--- src/rtl/alu_seq_if.sv ---
// Handshake bundle between operand issue (master) and the sequential ALU (slave).
interface alu_seq_if #(
    parameter int WIDTH = 32
);
    logic             in_valid;
    logic             in_ready;
    logic [4:0]       op;
    logic [WIDTH-1:0] a;
    logic [WIDTH-1:0] b;
    logic             out_valid;
    logic             out_ready;
    logic [WIDTH-1:0] result;
    logic [WIDTH-1:0] result_hi;
    logic             zero;
    logic             carry;
    logic             negative;
    logic             overflow;
    logic             illegal;
    logic             busy;

    modport master (
        output in_valid, op, a, b, out_ready,
        input  in_ready, out_valid, result, result_hi,
               zero, carry, negative, overflow, illegal, busy
    );

    modport slave (
        input  in_valid, op, a, b, out_ready,
        output in_ready, out_valid, result, result_hi,
               zero, carry, negative, overflow, illegal, busy
    );
endinterface

--- src/rtl/alu_seq.sv ---
// Handshaked ALU: single-cycle ops through a registered output stage, iterative shift-add MUL/MULU
// and restoring DIVU. Define ALU_SEQ_DIV_EN to build the divider; otherwise DIVU decodes as illegal.
module alu_seq #(
    parameter int WIDTH = 32
) (
    input  logic     clk,
    input  logic     rst_n,
    alu_seq_if.slave bus
);
    localparam int SW = $clog2(WIDTH);
    localparam int CW = SW + 1;

    localparam logic [4:0] OP_ADDU  = 5'b00000;
    localparam logic [4:0] OP_SUBU  = 5'b00001;
    localparam logic [4:0] OP_ADD   = 5'b00010;
    localparam logic [4:0] OP_SUB   = 5'b00011;
    localparam logic [4:0] OP_AND   = 5'b00100;
    localparam logic [4:0] OP_OR    = 5'b00101;
    localparam logic [4:0] OP_XOR   = 5'b00110;
    localparam logic [4:0] OP_NOR   = 5'b00111;
    localparam logic [4:0] OP_LUI   = 5'b01000;
    localparam logic [4:0] OP_PASSA = 5'b01001;
    localparam logic [4:0] OP_SLTU  = 5'b01010;
    localparam logic [4:0] OP_SLT   = 5'b01011;
    localparam logic [4:0] OP_SRA   = 5'b01100;
    localparam logic [4:0] OP_SRL   = 5'b01101;
    localparam logic [4:0] OP_SLL   = 5'b01110;
    localparam logic [4:0] OP_ROR   = 5'b01111;
    localparam logic [4:0] OP_MULU  = 5'b10000;
    localparam logic [4:0] OP_MUL   = 5'b10001;
    localparam logic [4:0] OP_DIVU  = 5'b10010;

    typedef enum logic [1:0] {
        IDLE = 2'd0,
        RUN  = 2'd1,
        HOLD = 2'd2
    } state_t;

    state_t          state_reg, state_next;
    logic [CW-1:0]   cnt_reg, cnt_next;

    logic             out_valid_reg, out_valid_next;
    logic [WIDTH-1:0] result_reg, result_hi_reg;
    logic             zero_reg, carry_reg, negative_reg, overflow_reg, illegal_reg;

    logic             out_free, in_ready_c, accept, iter_op;
    logic             load_single, load_iter, step_en;

    logic [WIDTH-1:0] opa, opb;
    logic [SW-1:0]    sh;
    assign opa = bus.a;
    assign opb = bus.b;
    assign sh  = opa[SW-1:0];

    assign out_free = !out_valid_reg || bus.out_ready;

`ifdef ALU_SEQ_DIV_EN
    assign iter_op = (bus.op == OP_MULU) || (bus.op == OP_MUL) || (bus.op == OP_DIVU);
`else
    assign iter_op = (bus.op == OP_MULU) || (bus.op == OP_MUL);
`endif

    // The first iteration step happens on the accepting edge, so RUN plus HOLD
    // together span exactly WIDTH edges before the result lands.
    always_comb begin
        state_next = state_reg;
        cnt_next   = cnt_reg;
        in_ready_c = 1'b0;
        load_iter  = 1'b0;
        step_en    = 1'b0;
        case (state_reg)
            IDLE: begin
                in_ready_c = out_free;
                if (bus.in_valid && out_free && iter_op) begin
                    state_next = RUN;
                    cnt_next   = CW'(1);
                    step_en    = 1'b1;
                end
            end
            RUN: begin
                step_en  = 1'b1;
                cnt_next = cnt_reg + 1'b1;
                if (cnt_reg == CW'(WIDTH - 1)) begin
                    state_next = HOLD;
                end
            end
            HOLD: begin
                if (out_free) begin
                    load_iter  = 1'b1;
                    state_next = IDLE;
                    cnt_next   = '0;
                end
            end
            default: begin
                state_next = IDLE;
                cnt_next   = '0;
            end
        endcase
    end

    always_ff @(posedge clk or negedge rst_n) begin
        if (!rst_n) begin
            state_reg <= IDLE;
            cnt_reg   <= '0;
        end else begin
            state_reg <= state_next;
            cnt_reg   <= cnt_next;
        end
    end

    assign accept      = bus.in_valid && in_ready_c;
    assign load_single = accept && !iter_op;

    logic [WIDTH:0]   add_w, sub_w, srl_w, sll_w;
    logic [CW-1:0]    rsh;
    logic [WIDTH-1:0] s_res;
    logic             s_carry, s_ovf, s_ill;

    assign add_w = {1'b0, opa} + {1'b0, opb};
    assign sub_w = {1'b0, opa} - {1'b0, opb};
    // One guard bit on each side captures the last bit shifted out (0 for amount 0).
    assign srl_w = {opb, 1'b0} >> sh;
    assign sll_w = {1'b0, opb} << sh;
    assign rsh   = CW'(WIDTH) - CW'(sh);

    always_comb begin
        s_res   = '0;
        s_carry = 1'b0;
        s_ovf   = 1'b0;
        s_ill   = 1'b0;
        case (bus.op)
            OP_ADDU: begin
                s_res   = add_w[WIDTH-1:0];
                s_carry = add_w[WIDTH];
            end
            OP_SUBU: begin
                s_res   = sub_w[WIDTH-1:0];
                s_carry = sub_w[WIDTH];
            end
            OP_ADD: begin
                s_res   = add_w[WIDTH-1:0];
                s_carry = add_w[WIDTH];
                s_ovf   = (opa[WIDTH-1] == opb[WIDTH-1]) && (add_w[WIDTH-1] != opa[WIDTH-1]);
            end
            OP_SUB: begin
                s_res   = sub_w[WIDTH-1:0];
                s_carry = sub_w[WIDTH];
                s_ovf   = (opa[WIDTH-1] != opb[WIDTH-1]) && (sub_w[WIDTH-1] != opa[WIDTH-1]);
            end
            OP_AND:   s_res = opa & opb;
            OP_OR:    s_res = opa | opb;
            OP_XOR:   s_res = opa ^ opb;
            OP_NOR:   s_res = ~(opa | opb);
            OP_LUI:   s_res = opb << (WIDTH / 2);
            OP_PASSA: s_res = opa;
            OP_SLTU:  s_res = {{(WIDTH-1){1'b0}}, sub_w[WIDTH]};
            OP_SLT:   s_res = {{(WIDTH-1){1'b0}}, ($signed(opa) < $signed(opb))};
            OP_SRA: begin
                s_res   = $signed(opb) >>> sh;
                s_carry = srl_w[0];
            end
            OP_SRL: begin
                s_res   = srl_w[WIDTH:1];
                s_carry = srl_w[0];
            end
            OP_SLL: begin
                s_res   = sll_w[WIDTH-1:0];
                s_carry = sll_w[WIDTH];
            end
            OP_ROR: begin
                s_res   = (opb >> sh) | (opb << rsh);
                s_carry = srl_w[0];
            end
            default: s_ill = 1'b1;
        endcase
    end

    // Shift-add multiplier on operand magnitudes; the product sign is applied at the end.
    logic [2*WIDTH-1:0] mcand_reg, mcand_src, mcand_next;
    logic [2*WIDTH-1:0] prod_reg, prod_src, prod_next;
    logic [WIDTH-1:0]   mplier_reg, mplier_src, mplier_next;
    logic [WIDTH-1:0]   a_mag, b_mag;
    logic               neg_reg;
    logic [1:0]         kind_reg;
    logic               mul_signed;

    assign mul_signed = (bus.op == OP_MUL);
    assign a_mag = (mul_signed && opa[WIDTH-1]) ? -opa : opa;
    assign b_mag = (mul_signed && opb[WIDTH-1]) ? -opb : opb;

    always_comb begin
        if (state_reg == IDLE) begin
            mcand_src  = {{WIDTH{1'b0}}, a_mag};
            mplier_src = b_mag;
            prod_src   = '0;
        end else begin
            mcand_src  = mcand_reg;
            mplier_src = mplier_reg;
            prod_src   = prod_reg;
        end
        prod_next   = prod_src + (mplier_src[0] ? mcand_src : '0);
        mcand_next  = mcand_src << 1;
        mplier_next = mplier_src >> 1;
    end

`ifdef ALU_SEQ_DIV_EN
    logic [WIDTH-1:0] rem_reg, rem_src, rem_next;
    logic [WIDTH-1:0] quo_reg, quo_src, quo_next;
    logic [WIDTH-1:0] dvs_reg, dvs_src;
    logic [WIDTH:0]   rem_sh, trial;

    // Restoring division: keep the trial difference only when it does not go negative.
    always_comb begin
        if (state_reg == IDLE) begin
            rem_src = '0;
            quo_src = opa;
            dvs_src = opb;
        end else begin
            rem_src = rem_reg;
            quo_src = quo_reg;
            dvs_src = dvs_reg;
        end
        rem_sh = {rem_src, quo_src[WIDTH-1]};
        trial  = rem_sh - {1'b0, dvs_src};
        if (!trial[WIDTH]) begin
            rem_next = trial[WIDTH-1:0];
            quo_next = {quo_src[WIDTH-2:0], 1'b1};
        end else begin
            rem_next = rem_sh[WIDTH-1:0];
            quo_next = {quo_src[WIDTH-2:0], 1'b0};
        end
    end

    always_ff @(posedge clk or negedge rst_n) begin
        if (!rst_n) begin
            rem_reg <= '0;
            quo_reg <= '0;
            dvs_reg <= '0;
        end else if (step_en) begin
            rem_reg <= rem_next;
            quo_reg <= quo_next;
            dvs_reg <= dvs_src;
        end
    end
`endif

    always_ff @(posedge clk or negedge rst_n) begin
        if (!rst_n) begin
            mcand_reg  <= '0;
            mplier_reg <= '0;
            prod_reg   <= '0;
            neg_reg    <= 1'b0;
            kind_reg   <= 2'b00;
        end else begin
            if (step_en) begin
                mcand_reg  <= mcand_next;
                mplier_reg <= mplier_next;
                prod_reg   <= prod_next;
            end
            if (accept && iter_op) begin
                kind_reg <= bus.op[1:0];
                neg_reg  <= mul_signed && (opa[WIDTH-1] ^ opb[WIDTH-1]);
            end
        end
    end

    logic [2*WIDTH-1:0] prod_fin;
    logic [WIDTH-1:0]   it_res, it_hi;
    logic               it_ovf;

    always_comb begin
        prod_fin = neg_reg ? -prod_reg : prod_reg;
        it_res   = '0;
        it_hi    = '0;
        it_ovf   = 1'b0;
        case (kind_reg)
            2'b00: begin
                it_res = prod_fin[WIDTH-1:0];
                it_hi  = prod_fin[2*WIDTH-1:WIDTH];
                it_ovf = |prod_fin[2*WIDTH-1:WIDTH];
            end
            2'b01: begin
                it_res = prod_fin[WIDTH-1:0];
                it_hi  = prod_fin[2*WIDTH-1:WIDTH];
                it_ovf = prod_fin[2*WIDTH-1:WIDTH] != {WIDTH{prod_fin[WIDTH-1]}};
            end
`ifdef ALU_SEQ_DIV_EN
            2'b10: begin
                it_res = quo_reg;
                it_hi  = rem_reg;
                it_ovf = (dvs_reg == '0);
            end
`endif
            default: ;
        endcase
    end

    logic [WIDTH-1:0] ld_res, ld_hi;
    logic             ld_carry, ld_ovf, ld_ill;

    always_comb begin
        ld_res   = load_iter ? it_res : s_res;
        ld_hi    = load_iter ? it_hi : '0;
        ld_carry = load_iter ? 1'b0 : s_carry;
        ld_ovf   = load_iter ? it_ovf : s_ovf;
        ld_ill   = load_iter ? 1'b0 : s_ill;
        if (load_single || load_iter) begin
            out_valid_next = 1'b1;
        end else if (bus.out_ready) begin
            out_valid_next = 1'b0;
        end else begin
            out_valid_next = out_valid_reg;
        end
    end

    always_ff @(posedge clk or negedge rst_n) begin
        if (!rst_n) begin
            out_valid_reg <= 1'b0;
            result_reg    <= '0;
            result_hi_reg <= '0;
            zero_reg      <= 1'b0;
            carry_reg     <= 1'b0;
            negative_reg  <= 1'b0;
            overflow_reg  <= 1'b0;
            illegal_reg   <= 1'b0;
        end else begin
            out_valid_reg <= out_valid_next;
            if (load_single || load_iter) begin
                result_reg    <= ld_res;
                result_hi_reg <= ld_hi;
                zero_reg      <= !ld_ill && (ld_res == '0);
                carry_reg     <= ld_carry;
                negative_reg  <= ld_res[WIDTH-1];
                overflow_reg  <= ld_ovf;
                illegal_reg   <= ld_ill;
            end
        end
    end

    assign bus.in_ready  = in_ready_c;
    assign bus.busy      = (state_reg != IDLE);
    assign bus.out_valid = out_valid_reg;
    assign bus.result    = result_reg;
    assign bus.result_hi = result_hi_reg;
    assign bus.zero      = zero_reg;
    assign bus.carry     = carry_reg;
    assign bus.negative  = negative_reg;
    assign bus.overflow  = overflow_reg;
    assign bus.illegal   = illegal_reg;
endmodule

--- src/flat_wrapper.sv ---
// flat-port wrapper written by rule: the top's interface ports become plain ports
module alu_seq_flat 
#(
    parameter int WIDTH = 32
)
  (clk, rst_n, bus_in_valid, bus_op, bus_a, bus_b, bus_out_ready, bus_in_ready, bus_out_valid, bus_result, bus_result_hi, bus_zero, bus_carry, bus_negative, bus_overflow, bus_illegal, bus_busy);
  alu_seq_if #(.WIDTH(WIDTH)) bus_i ();
  input  logic clk;
  input  logic rst_n;
  input wire logic [$bits(bus_i.in_valid)-1:0] bus_in_valid;
  input wire logic [$bits(bus_i.op)-1:0] bus_op;
  input wire logic [$bits(bus_i.a)-1:0] bus_a;
  input wire logic [$bits(bus_i.b)-1:0] bus_b;
  input wire logic [$bits(bus_i.out_ready)-1:0] bus_out_ready;
  output wire logic [$bits(bus_i.in_ready)-1:0] bus_in_ready;
  output wire logic [$bits(bus_i.out_valid)-1:0] bus_out_valid;
  output wire logic [$bits(bus_i.result)-1:0] bus_result;
  output wire logic [$bits(bus_i.result_hi)-1:0] bus_result_hi;
  output wire logic [$bits(bus_i.zero)-1:0] bus_zero;
  output wire logic [$bits(bus_i.carry)-1:0] bus_carry;
  output wire logic [$bits(bus_i.negative)-1:0] bus_negative;
  output wire logic [$bits(bus_i.overflow)-1:0] bus_overflow;
  output wire logic [$bits(bus_i.illegal)-1:0] bus_illegal;
  output wire logic [$bits(bus_i.busy)-1:0] bus_busy;
  assign bus_i.in_valid = bus_in_valid;
  assign bus_i.op = bus_op;
  assign bus_i.a = bus_a;
  assign bus_i.b = bus_b;
  assign bus_i.out_ready = bus_out_ready;
  assign bus_in_ready = bus_i.in_ready;
  assign bus_out_valid = bus_i.out_valid;
  assign bus_result = bus_i.result;
  assign bus_result_hi = bus_i.result_hi;
  assign bus_zero = bus_i.zero;
  assign bus_carry = bus_i.carry;
  assign bus_negative = bus_i.negative;
  assign bus_overflow = bus_i.overflow;
  assign bus_illegal = bus_i.illegal;
  assign bus_busy = bus_i.busy;
  alu_seq #(.WIDTH(WIDTH)) u_core (.clk(clk), .rst_n(rst_n), .bus(bus_i));
endmodule
--- config.mk ---
export PLATFORM = sky130hd
export DESIGN_NAME = alu_seq_flat
export DESIGN_NICKNAME = d
export VERILOG_FILES = /design/src/rtl/alu_seq_if.sv /design/src/rtl/alu_seq.sv /design/src/flat_wrapper.sv
export SDC_FILE = /design/constraint.sdc
export NUM_CORES = 1
export LEC_CHECK = 0
export BUFFER_PORTS_ARGS = -buffer_cell sky130_fd_sc_hd__buf_2
export CAP_MARGIN = 0
export CORE_MARGIN = 4
export CORE_UTILIZATION = 35
export DETAILED_ROUTE_END_ITERATION = 6
export PLACE_DENSITY = 0.49
export SLEW_MARGIN = 30
export SYNTH_ARGS = -nofsm -noshare
export SYNTH_HDL_FRONTEND = slang
export SYNTH_SLANG_ARGS = --single-unit
export TNS_END_PERCENT = 5
--- constraint.sdc ---
create_clock -name clk -period 5.3 [get_ports clk]
set_input_delay 1.06 -clock clk [delete_from_list [all_inputs] [get_ports clk]]
set_output_delay 1.06 -clock clk [all_outputs]
set_load 0.005 [all_outputs]
==> impl_metrics.env <==
export IMPL_status="finished clean"
export IMPL_syn_to_final_growth_pct=28.9
export IMPL_min_path_type="in2async"
export IMPL_synth_edff_count=0
export IMPL_final_cell_mix="buf_4, nand2_1, o21ai_0"
export IMPL_critPathMaxStageDelay_ns=0.37
export IMPL_slowest_stage="nor4_2"
export IMPL_synth_compound_area_frac=0.276
export IMPL_cp_depth=27
export IMPL_fp_dieArea_sq_mm=0.0859
export IMPL_htree_levels=1
export IMPL_cts_hold_buf=0
export IMPL_place_congestion=1.14
export IMPL_grt_pass1_wl_um=240000
export IMPL_synth_ff_type="dfrtp_1"
export IMPL_final_core_util=0.455
export IMPL_first_iter_violations=4258
export IMPL_grtUsageMet2=0.528
export IMPL_arrival_ns=5.75
export IMPL_ant_nets=0
export IMPL_fin_nets=4626
export IMPL_fin_total_pwr_mw=12.9
export IMPL_grtUsageMet3=0.104
export IMPL_critPathRequiredTime_ns=5.80
export IMPL_cts_made_buffers=29
export IMPL_die_h_um=293
export IMPL_synthMuxAreaShare=0.0906
export IMPL_start_kind="input pin"
export IMPL_synthAdderAreaFrac=0.0769
export IMPL_wire_per_inst_um=31.2
export IMPL_final_cell_area_sq_mm=0.0367
export IMPL_clk_pin_slew_worst_paths_ns=0.06
export IMPL_drive_above_1_share=0.261
export IMPL_cp_end_kind="flop"
export IMPL_grt_util_met1=0.549
export IMPL_p_comb_frac=0.590
export IMPL_async_flop_share=1.00
export IMPL_power_density_mw_per_mm2=351
export IMPL_start_util=0.353
export IMPL_cts_tree="done"
export IMPL_irDropWorstVdd_v=0.000359
export IMPL_io_pins=145
export IMPL_routed_via_density=6.21
export IMPL_synth_top_family_by_area="compound AO/OA/AOI/OAI gates"
export IMPL_track_usage=0.381
export IMPL_r2r_cells=12
export IMPL_yosysSeqAreaShare=0.209
export IMPL_r2r_start="u_core.prod_reg[41]$_DFFE_PN0P_"
export IMPL_crit_type="in2reg"
export IMPL_ys_types=91
export IMPL_endpoint="u_core.prod_reg[63]$_DFFE_PN0P_"
export IMPL_grt_pass1_vias=31500
export IMPL_vias=33900
export IMPL_top_usage_layer="met1"
export IMPL_dr_pass1_iters=7
export IMPL_total_leakage_power_nw=16.8
export IMPL_wl_um=170000
export IMPL_p_sw_mw=6.15
export IMPL_rsz0062_at_grt="true"
export IMPL_clkPwrFrac=0.171
export IMPL_slew_headroom=0.269
export IMPL_cp_max_fo=4
export IMPL_cp_startpoint="bus_a[14]"
export IMPL_clkSinkCount=238
export IMPL_synth_area_per_cell_sq_um=7.53
export IMPL_place_area_sq_mm=0.0351
export IMPL_largest_reg_flops=64
export IMPL_std_cell_rows=104
export IMPL_synthXorXnorAreaFrac=0.0615
export IMPL_hold_violations=0
export IMPL_max_freq_mhz=191
export IMPL_path_buf_inv=7
export IMPL_clk_path_buf_depth=3
export IMPL_cap_violations=0
export IMPL_synth_area_sq_mm=0.0284
export IMPL_p_int_mw=6.71
export IMPL_fin_worst_skew_ns=0.0629
export IMPL_drc=0
export IMPL_slew_violations=0
export IMPL_r2r_setup_slack_ns=0.67
export IMPL_layout_commonest_cell="buf_4"
export IMPL_rr_endpoint="u_core.bus.overflow$_DFFE_PN0P_"
export IMPL_die_x_um=293
export IMPL_fin_ws_ns=0.0510
export IMPL_cpMostUsedCell="buf_4"
export IMPL_cpLargestDelayFamily="compound AO/OA/AOI/OAI gates"
export IMPL_seq_power_share=0.239
export IMPL_core_area_sq_mm=0.0805
export IMPL_setup_viol=0
export IMPL_finalCritPeriodShare=0.990
export IMPL_grt_remaining_overflow=0
export IMPL_synth_simple_area_share=0.230
export IMPL_syn_nets=4023
export IMPL_grt_max_degree=110
export IMPL_clk_latency_ns=0.65
export IMPL_place_ws_ns=-0.637
export IMPL_place_port_buffers=144
export IMPL_fin_crit_ns=5.25
export IMPL_worstMarginPinSlew_ns=1.08
export IMPL_syn_inst=3777
export IMPL_yosysWarnings=0
export IMPL_grt_antenna_before_repair=18
export IMPL_ys_ff_latch=238
export IMPL_dpl_hpwl_um=138000
export IMPL_swShare=0.478
export IMPL_fin_hold_ws_ns=0.436
export IMPL_cts_root_buf="clkbuf_16"
## cell usage after synthesis, types with 20 or more instances
library cell	n	area, sq um
nand2_1	452	1700
o21ai_0	342	1710
nor2_1	308	1160
a21oi_1	261	1310
clkbuf_1	240	901
dfrtp_1	238	5960
ha_1	170	2130
xnor2_1	134	1170
inv_1	114	428
nand3_1	103	515
mux2i_1	101	1010
nor3_1	91	455
and2_1	81	507
a21o_1	69	518
xor2_1	64	561
and3_1	56	350
a211oi_1	52	390
mux4_2	52	1170
nand4_1	47	294
a22o_1	43	377
nor4_1	41	257
o31ai_1	41	308
o211ai_1	39	293
a31oi_1	38	238
o22ai_1	36	225
buf_1	35	131
mux2_2	35	394
nand2b_1	35	219
a22oi_1	33	248
nor2b_1	31	194
or3_1	29	181
o21bai_1	24	180
or4_1	22	165
o221ai_1	20	175
## layout make-up
class	count	area, sq um
Antenna cell	7	17.5
Clock buffer	39	803
Clock inverter	12	200
Fill cell	8238	43900
Inverter	122	470
Multi-Input combinational cell	3123	21500
Sequential cell	238	5960
Tap cell	1060	1330
Timing Repair Buffer	866	6380
## stage by stage
| stage | TNS (ns) | instances |
|---|---|---|
| after floorplan | -5.56 | 3777 |
| after global placement | -8.18 | 5391 |
| after detailed placement | -8.64 | 5391 |
| after CTS | 0 | 5442 |
| after global routing | -0.489 | 5461 |
| final | 0 | 5467 |
## worst min path at each step
stage / from / endpoint / slack, ns
after CTS: rst_n / u_core.bus.result_hi[21]$_DFFE_PN0P_ / 0.47
after floorplan: u_core.mplier_reg[1]$_DFFE_PN0P_ / u_core.mplier_reg[1]$_DFFE_PN0P_ / 0.44
after detailed placement: u_core.bus.result[11]$_DFFE_PN0P_ / u_core.bus.result[11]$_DFFE_PN0P_ / 0.46
final: rst_n / u_core.bus.result_hi[21]$_DFFE_PN0P_ / 0.44
after global placement: u_core.bus.zero$_DFFE_PN0P_ / u_core.bus.zero$_DFFE_PN0P_ / 0.46
after global routing: u_core.mcand_reg[16]$_DFFE_PN0P_ / u_core.mcand_reg[16]$_DFFE_PN0P_ / 0.49
## layer usage
layer  vias to the layer above  share of wire
met1                     16600           0.44
met5                         -        0.00044
met2                      1871           0.39
met4                        12          0.055
li1                      15100              -
met3                       340           0.11
## logic make-up after synthesis
| family | Yosys count |
|---|---|
| xor+xnor | 199 |
| flops | 238 |
| buf+inv | 416 |
| mux | 188 |
| fa+ha+maj | 173 |
| simple gates | 1361 |
| compound gates | 1202 |
## power groups by stage
| stage | clock network (mW) | logic [mW] | registers (mW) |
|---|---|---|---|
| 4_1_cts | 2.24 | 7.25 | 3.04 |
| 3_3_place_gp | 0 | 7.22 | 3.06 |
| 6_report | 2.19 | 7.59 | 3.08 |
| 3_5_place_dp | 0 | 7.21 | 3.07 |
| 2_1_floorplan | 0 | 4.32 | 2.78 |
| 5_1_grt | 2.30 | 8.16 | 3.14 |
## what timing repair did
item | 4_1_cts | 5_1_grt
endpoints found under the setup margin | 2 | 25
setup buffers | 0 | 19
gates resized for setup | 1 | 89
pin swaps | 0 | 50
Note: power is estimated with default switching activity, not from simulation.
